File: config.mk
export PLATFORM = sky130hd
export DESIGN_NAME = mux_bist_ctrl
export DESIGN_NICKNAME = d
export VERILOG_FILES = /design/src/rtl/mux_bist_ctrl.sv
export SDC_FILE = /design/constraint.sdc
export NUM_CORES = 1
export LEC_CHECK = 0
export BUFFER_PORTS_ARGS = -buffer_cell sky130_fd_sc_hd__buf_2
export CORE_MARGIN = 2
export CORE_UTILIZATION = 48
export CTS_CLUSTER_SIZE = 16
export DETAILED_ROUTE_END_ITERATION = 10
export PLACE_DENSITY = 0.71
export SLEW_MARGIN = 20
export SYNTH_ARGS = -nofsm -noshare
export SYNTH_HDL_FRONTEND = slang
export SYNTH_SLANG_ARGS = --single-unit
File: constraint.sdc
create_clock -name clk -period 1.62 [get_ports clk]
set_input_delay 0.324 -clock clk [delete_from_list [all_inputs] [get_ports clk]]
set_output_delay 0.324 -clock clk [all_outputs]
set_load 0.01 [all_outputs]
File: src/rtl/mux_bist_ctrl.sv
// Self-test sequencer for a 2:1 mux: walks all eight {s,i1,i0} vectors and
// checks y against s ? i1 : i0 after a programmable settle time.
module mux_bist_ctrl #(
   parameter int SETTLE_CYCLES = 2,
   parameter int ERR_W         = 4
) (
   input  logic             clk,
   input  logic             rst,
   input  logic             start,
   input  logic             y,
   output logic             i0,
   output logic             i1,
   output logic             s,
   output logic             busy,
   output logic             done,
   output logic             pass,
   output logic [ERR_W-1:0] err_count,
   output logic [7:0]       fail_vec
);

   typedef enum logic [1:0] {IDLE, SETTLE, SAMPLE, DONE} state_t;

   localparam logic [7:0] SETTLE_LAST = 8'(SETTLE_CYCLES - 1);

   state_t     state;
   logic [2:0] idx;
   logic [7:0] settle_cnt;
   logic       exp_y;
   logic       mismatch;

   // Error count sticks at its maximum instead of wrapping.
   function automatic logic [ERR_W-1:0] sat_inc(input logic [ERR_W-1:0] v);
      return (&v) ? v : v + ERR_W'(1);
   endfunction

   assign exp_y    = idx[2] ? idx[1] : idx[0];
   assign mismatch = (y != exp_y);

   always_ff @(posedge clk or posedge rst) begin
      if (rst) begin
         state      <= IDLE;
         idx        <= '0;
         settle_cnt <= '0;
         {s, i1, i0} <= 3'b000;
         busy       <= 1'b0;
         done       <= 1'b0;
         pass       <= 1'b0;
         err_count  <= '0;
         fail_vec   <= '0;
      end else begin
         case (state)
            IDLE, DONE: begin
               if (start) begin
                  err_count   <= '0;
                  fail_vec    <= '0;
                  idx         <= '0;
                  {s, i1, i0} <= 3'b000;
                  busy        <= 1'b1;
                  done        <= 1'b0;
                  pass        <= 1'b0;
                  settle_cnt  <= '0;
                  state       <= SETTLE;
               end
            end
            SETTLE: begin
               settle_cnt <= settle_cnt + 8'd1;
               if (settle_cnt == SETTLE_LAST) state <= SAMPLE;
            end
            SAMPLE: begin
               if (mismatch) begin
                  fail_vec[idx] <= 1'b1;
                  err_count     <= sat_inc(err_count);
               end
               if (idx != 3'd7) begin
                  idx         <= idx + 3'd1;
                  {s, i1, i0} <= idx + 3'd1;
                  settle_cnt  <= '0;
                  state       <= SETTLE;
               end else begin
                  // Pass must reflect the final vector's result too.
                  {s, i1, i0} <= 3'b000;
                  busy        <= 1'b0;
                  done        <= 1'b1;
                  pass        <= (err_count == '0) && !mismatch;
                  state       <= DONE;
               end
            end
            default: state <= IDLE;
         endcase
      end
   end

endmodule
==> impl_results.md, run 1 <==
- Outcome: complete, but fails checks
- Failing checks: setup timing
- Ys Warns: 0
- Critical path launch point: settle_cnt[1]
- Total power: 3799 µW
- Pin count of the biggest net entering global routing: 32
- Mean Syn Cell Area: 9.516 µm²
- Worst Setup End Kind: flop
- Final TNS setup: -348.8 ps
- Placer Congestion: 0.8370
- Register bit total from synthesis: 31
- Worst Path Arrival: 2010 ps
- Syn nets: 190
- Reg2reg end: state[1]
- Inserted Clock Buffers: 5
- DP Worst Slack: -156.1 ps
- Reg clk slew, reported paths: 100 ps
- CP required: 1830 ps
- Latest clock arrival within the worst-skew pair: 330 ps
- Worst-Margin Slew: 389.4 ps
- Final hold violation count: 0
- Vias/cell: 5.746
- Post-detail-place hpwl: 3.052 mm
- Post-DRT Antenna Nets: 0
- CP max FO: 2
- Share of cells above drive strength 1: 0.4060
- Longest Clk Path Bufs: 2
- ANT cells: 0
- Post-synth top flop: dfrtp_1
- First-pass GRT wire length: 7.307 mm
- Synth-to-Final Area Change: 42.60%
- H-tree depth: 2
- Period minus WS final: 1797 ps
- PwrDens: 1600 mW/mm²
- Post-route DRC: 0
- PortBufs: 21
- Relative slew margins: 0.7404
- Core Box Area: 0.003337 mm²
- R2r startpoint: settle_cnt[1]
- WHS: 53.44 ps
- WS Path Type: reg2reg
- Routed len/inst: 16.66 µm
- R2R Setup Slk: -180 ps
- Global route overflow: 0
- Initial Utilization: 0.4991
- Count of cell types in the netlist: 31
- Cell Rows: 21
- Hold WC Path Type: in2async
- Vias: 1,609
- GRT Util Overall: 0.2343
- Max frequency: 556.4 MHz
- Setup Skew: 9.078 ps
- Ys async rst share: 1.000
- CTS root buf: clkbuf_4
- Sequential share of the synthesized area: 0.4658
- Fillers: 251
- Synthesized netlist cell count: 175
- DR pass1 iterations: 4
- CTS sink cnt: 31
- Leak: 0.001129 µW
- Setup ws final: -177.2 ps
- NumNets Final: 248
- Setup repair after global routing missed its margin: yes
- Finish-stage setup viols: 4
- Cell count of the worst reg-to-reg path: 6
- Initial antenna violation count: 0
- CTS Hold Bufs: 0
- Final period utilization: 1.109
- Max-cap violations: 0
- Die Width: 62.90 µm
- CP startpoint kind: flop
- Die area: 0.003956 mm²
- Top Ports: 22
- Number of global-route vias before repair: 1,552
- Mapped Area: 0.001665 mm²
- Die H: 62.90 µm
- CTS tree: built
- Max IR drop VDD: 0.0008288 V
- Final wirelength: 4.665 mm
- EDFF count, synth: 0
- Slew Limit Fails: 0
- Post-route core utilization: 0.7117
- 1st-iter DRT viols: 95
==> per-stage QoR <==
| stage | instance area, µm² | std cells |
|---|---|---|
| global route | 2375 | 280 |
| floorplan | 1747 | 175 |
| finish | 2375 | 280 |
| CTS | 2185 | 272 |
| detailed placement | 2056 | 262 |
| global placement | 2056 | 262 |
==> synth_stat cells, types with 5 or more instances <==
master | number | share of area
a21oi_1 | 15 | 0.045
dfrtp_1 | 31 | 0.47
ha_1 | 11 | 0.083
inv_1 | 10 | 0.023
mux2i_1 | 6 | 0.036
nand2_1 | 17 | 0.038
nand4_1 | 6 | 0.023
nor2_1 | 18 | 0.041
nor2b_1 | 5 | 0.019
o21ai_0 | 10 | 0.030
==> sequential cells by signal (all words and copies together) (netlist names) <==
register	flops
done	1
i1	1
i0	1
state	2
idx	3
err_count	4
s	1
settle_cnt	8
busy	1
pass	1
fail_vec	8
==> layout make-up <==
cell class                 instances  area, µm²  share of cell area
multi-input combinational        128       1046              0.4405
sequential                        31      777.0              0.3272
timing repair buffer              57      406.6              0.1712
tap                               46      57.56             0.02424
clock buffer                       7      45.04             0.01897
inverter                          10      37.54             0.01581
clock inverter                     1      5.005            0.002107
==> worst max-delay path, cell delays in order (launching register included) <==
cell and delay (ps):
dfrtp_1 390, inv_1 50, ha_1 140, or4b_4 460
o41ai_2 200, nand2_1 140, mux2_4 310
==> repair_timing <==
item | in CTS | in global routing
pin swaps | 6 | 10
resized for setup | 14 | 21
setup endpoints to repair | 20 | 17
setup buffers | 2 | 8
==> kinds of logic after synthesis <==
kind of cell,synth area share
XOR/XNOR,0.01578
buffers and inverters,0.03757
adder cells (fa/ha/maj),0.08264
multiplexers,0.04508
flip-flops,0.4658
AND/OR/NAND/NOR,0.2006
AO/OA/AOI/OAI,0.1525
==> cell usage in the layout (no fill, tap or decap), drive strengths merged <==
master	synthesis	routed
nand3	4	4
a22o	1	1
buf	2	57
o22a	1	1
or4b	1	1
nor2b	5	5
nor3	4	4
nand2	17	17
and2	3	3
nand2b	3	3
nor2	18	18
a32oi	1	1
o221ai	1	1
mux2i	6	6
nand4	6	6
a31oi	1	1
a41oi	4	4
and3	3	3
o22ai	1	1
mux2	1	1
a32o	3	3
nor3b	2	2
clkbuf	4	7
a21oi	15	15
inv	10	10
xor2	3	3
dfrtp	31	31
ha	11	11
o41ai	1	1
o21ai	10	10
or3	2	2
clkinv	0	1
==> metal layers <==
metal | vias up | track usage | routed length [µm]
met3 | 9 | 0.05946 | 253
met2 | 65 | 0.3976 | 2333
met5 | - | 0 | 0
li1 | 739 | - | -
met4 | 0 | 0.06667 | 92
met1 | 796 | 0.2940 | 1986
==> how the worst max path moves through the flow <==
stage               end  slack (ps)  cells past startpoint
6_report       state[1]        -180                      6
5_1_grt        state[1]        -240                      6
4_1_cts        state[1]        -190                      6
3_5_place_dp   state[1]        -160                      6
3_3_place_gp   state[1]        -100                      6
2_1_floorplan  state[1]        -130                      6
==> power by group <==
group	switching (µW)	internal, µW	leakage, µW	total [µW]
sequential	101	915	0.000417	1020
clock	262	169	0.0000293	431
combinational	1160	1190	0.000682	2350
Note: power is estimated with default switching activity, not from simulation.
==> inputs of run 2 (changes only) <==
Settings changed: HOLD_SLACK_MARGIN from default to 0.12.
==> impl_results.md, run 2 (synthesized netlist as in run 1, its figures left out) <==
- Final wirelength: 4.660 mm
- Global route hottest layer: met2
- Crit-path cells: inv_1 -> ha_1 -> or4b_4 -> o41ai_2 -> nand2_1 -> mux2_4
- Cell Rows: 21
- Top Ports: 22
- Pin count of the biggest net entering global routing: 32
- Worst Path Arrival: 2020 ps
- Max IR drop VDD: 0.0008340 V
- Synth-to-Final Area Change: 43.20%
- Slew Limit Fails: 0
- Post-route DRC: 0
- Global route overflow: 0
- Die Width: 62.90 µm
- Biggest regs: fail_vec x8, settle_cnt x8, err_count x4
- CTS sink cnt: 31
- Outcome: complete, but fails checks
- CP required: 1840 ps
- Share of cells above drive strength 1: 0.4043
- Inserted Clock Buffers: 5
- GRT Util Overall: 0.2351
- Setup ws final: -177.2 ps
- GR Util met3: 0.05946
- Bufs and invs on worst path: 1
- Post-detail-place hpwl: 3.052 mm
- DR pass1 iterations: 4
- Relative slew margins: 0.7409
- Longest Clk Path Bufs: 2
- Core Box Area: 0.003337 mm²
- CP delay by family, top: simple AND/OR/NAND/NOR gates
- Worst Setup End Kind: flop
- Most frequent cells in the layout: buf_4, dfrtp_1, buf_2, nand2_1, nor2_1
- Leak: 0.001133 µW
- Hold WC Path Type: in2reg
- First-pass GRT wire length: 7.334 mm
- NumNets Final: 249
- ANT cells: 0
- Routed len/inst: 16.58 µm
- DP Worst Slack: -156.1 ps
- Initial Utilization: 0.4991
- Number of global-route vias before repair: 1,564
- Met2 Use GR: 0.4003
- Finish-stage setup viols: 4
- Max-cap violations: 0
- Max frequency: 556.4 MHz
- Final period utilization: 1.109
- Die H: 62.90 µm
- Latest clock arrival within the worst-skew pair: 340 ps
- PortBufs: 21
- 1st-iter DRT viols: 95
- Die area: 0.003956 mm²
- Placer Congestion: 0.8370
- Most common cell after layout, fill and taps aside: buf_4
- Post-DRT Antenna Nets: 0
- CTS tree: built
- Worst path max stage delay: 460 ps
- PwrDens: 1596 mW/mm²
- Period minus WS final: 1797 ps
- Final hold violation count: 0
- WS Path Type: reg2reg
- CP max FO: 2
- Vias/cell: 5.751
- Setup Skew: 11.35 ps
- WHS: 373.0 ps
- Failing checks: setup timing
- Setup repair after global routing missed its margin: yes
- Initial antenna violation count: 0
- Slowest-stage cell, CP: or4b_4
- Vias: 1,616
- Worst-Margin Slew: 388.7 ps
- CP startpoint kind: flop
- CTS root buf: clkbuf_4
- H-tree depth: 2
- Reg clk slew, reported paths: 100 ps
- Grt met1 use: 0.2940
-- run 2: cell count changes in the layout (fill, tap and decap cells not counted), sizes merged --
cell         previous run  this run
dlygate4sd3             0         1
-- run 2: what timing repair did --
action	CTS	global route
endpoints found under the hold margin	31	0
buffers inserted	2	8
hold buffers	1	0
setup endpoints to repair	20	17
resized for setup	14	21
pin swaps	6	10
-- run 2: final timing paths --
check / startpoint / to / slack (ps) / cells after the start
max reg2reg: settle_cnt[1] / state[1] / -180 / 6
min: start / idx[2] / 370 / 3
min reg2reg: fail_vec[0] / fail_vec[0] / 510 / 2
min in group asynchronous: rst / i1 / 590 / 4
max in group asynchronous: rst / idx[2] / 720 / 4
max: settle_cnt[1] / state[1] / -180 / 6
-- run 2: worst register-to-register path, delay by kind of cell (launching register included) --
family	cells	cell delay [ps]
buffers and inverters	1	50
muxes	1	310
and+or+nand+nor	2	600
adders and majority gates	1	140
DFF	1	390
AOI/OAI and AO/OA	1	200
-- run 2: cell type report --
cell class | instances | area (µm²)
well taps | 46 | 57.56
flip-flops and latches | 31 | 777.0
clock inverters | 1 | 5.005
multi-input cells | 128 | 1046
repair buffers | 58 | 416.7
inverters | 10 | 37.54
clock buffers | 7 | 45.04
fillers | 249 | 952.2
-- run 2: layer usage --
metal | wire (µm) | up-vias
li1 | - | 741
met5 | 0 | -
met2 | 2353 | 64
met3 | 245 | 6
met4 | 66 | 0
met1 | 1995 | 805
-- run 2: where the power goes --
group / internal, µW / leakage [µW] / switching, µW
Sequential: 915 / 0.000417 / 99.9
Clock: 169 / 0.0000293 / 267
Combinational: 1190 / 0.000686 / 1160
Total: 2270 / 0.00113 / 1530
-- run 2: stage by stage --
step                      utilization  cell area, µm²  total power (µW)  TNS, ps  instances
after floorplan                     -            1747              2127   -132.1        175
after global placement         0.6160            2056              2658   -182.3        262
after detailed placement       0.6160            2056              2739    -1336        262
after CTS                      0.6577            2195              3367   -325.1        273
after global routing           0.7147            2385              4047   -597.9        281
final                          0.7147            2385              3805   -342.3        281
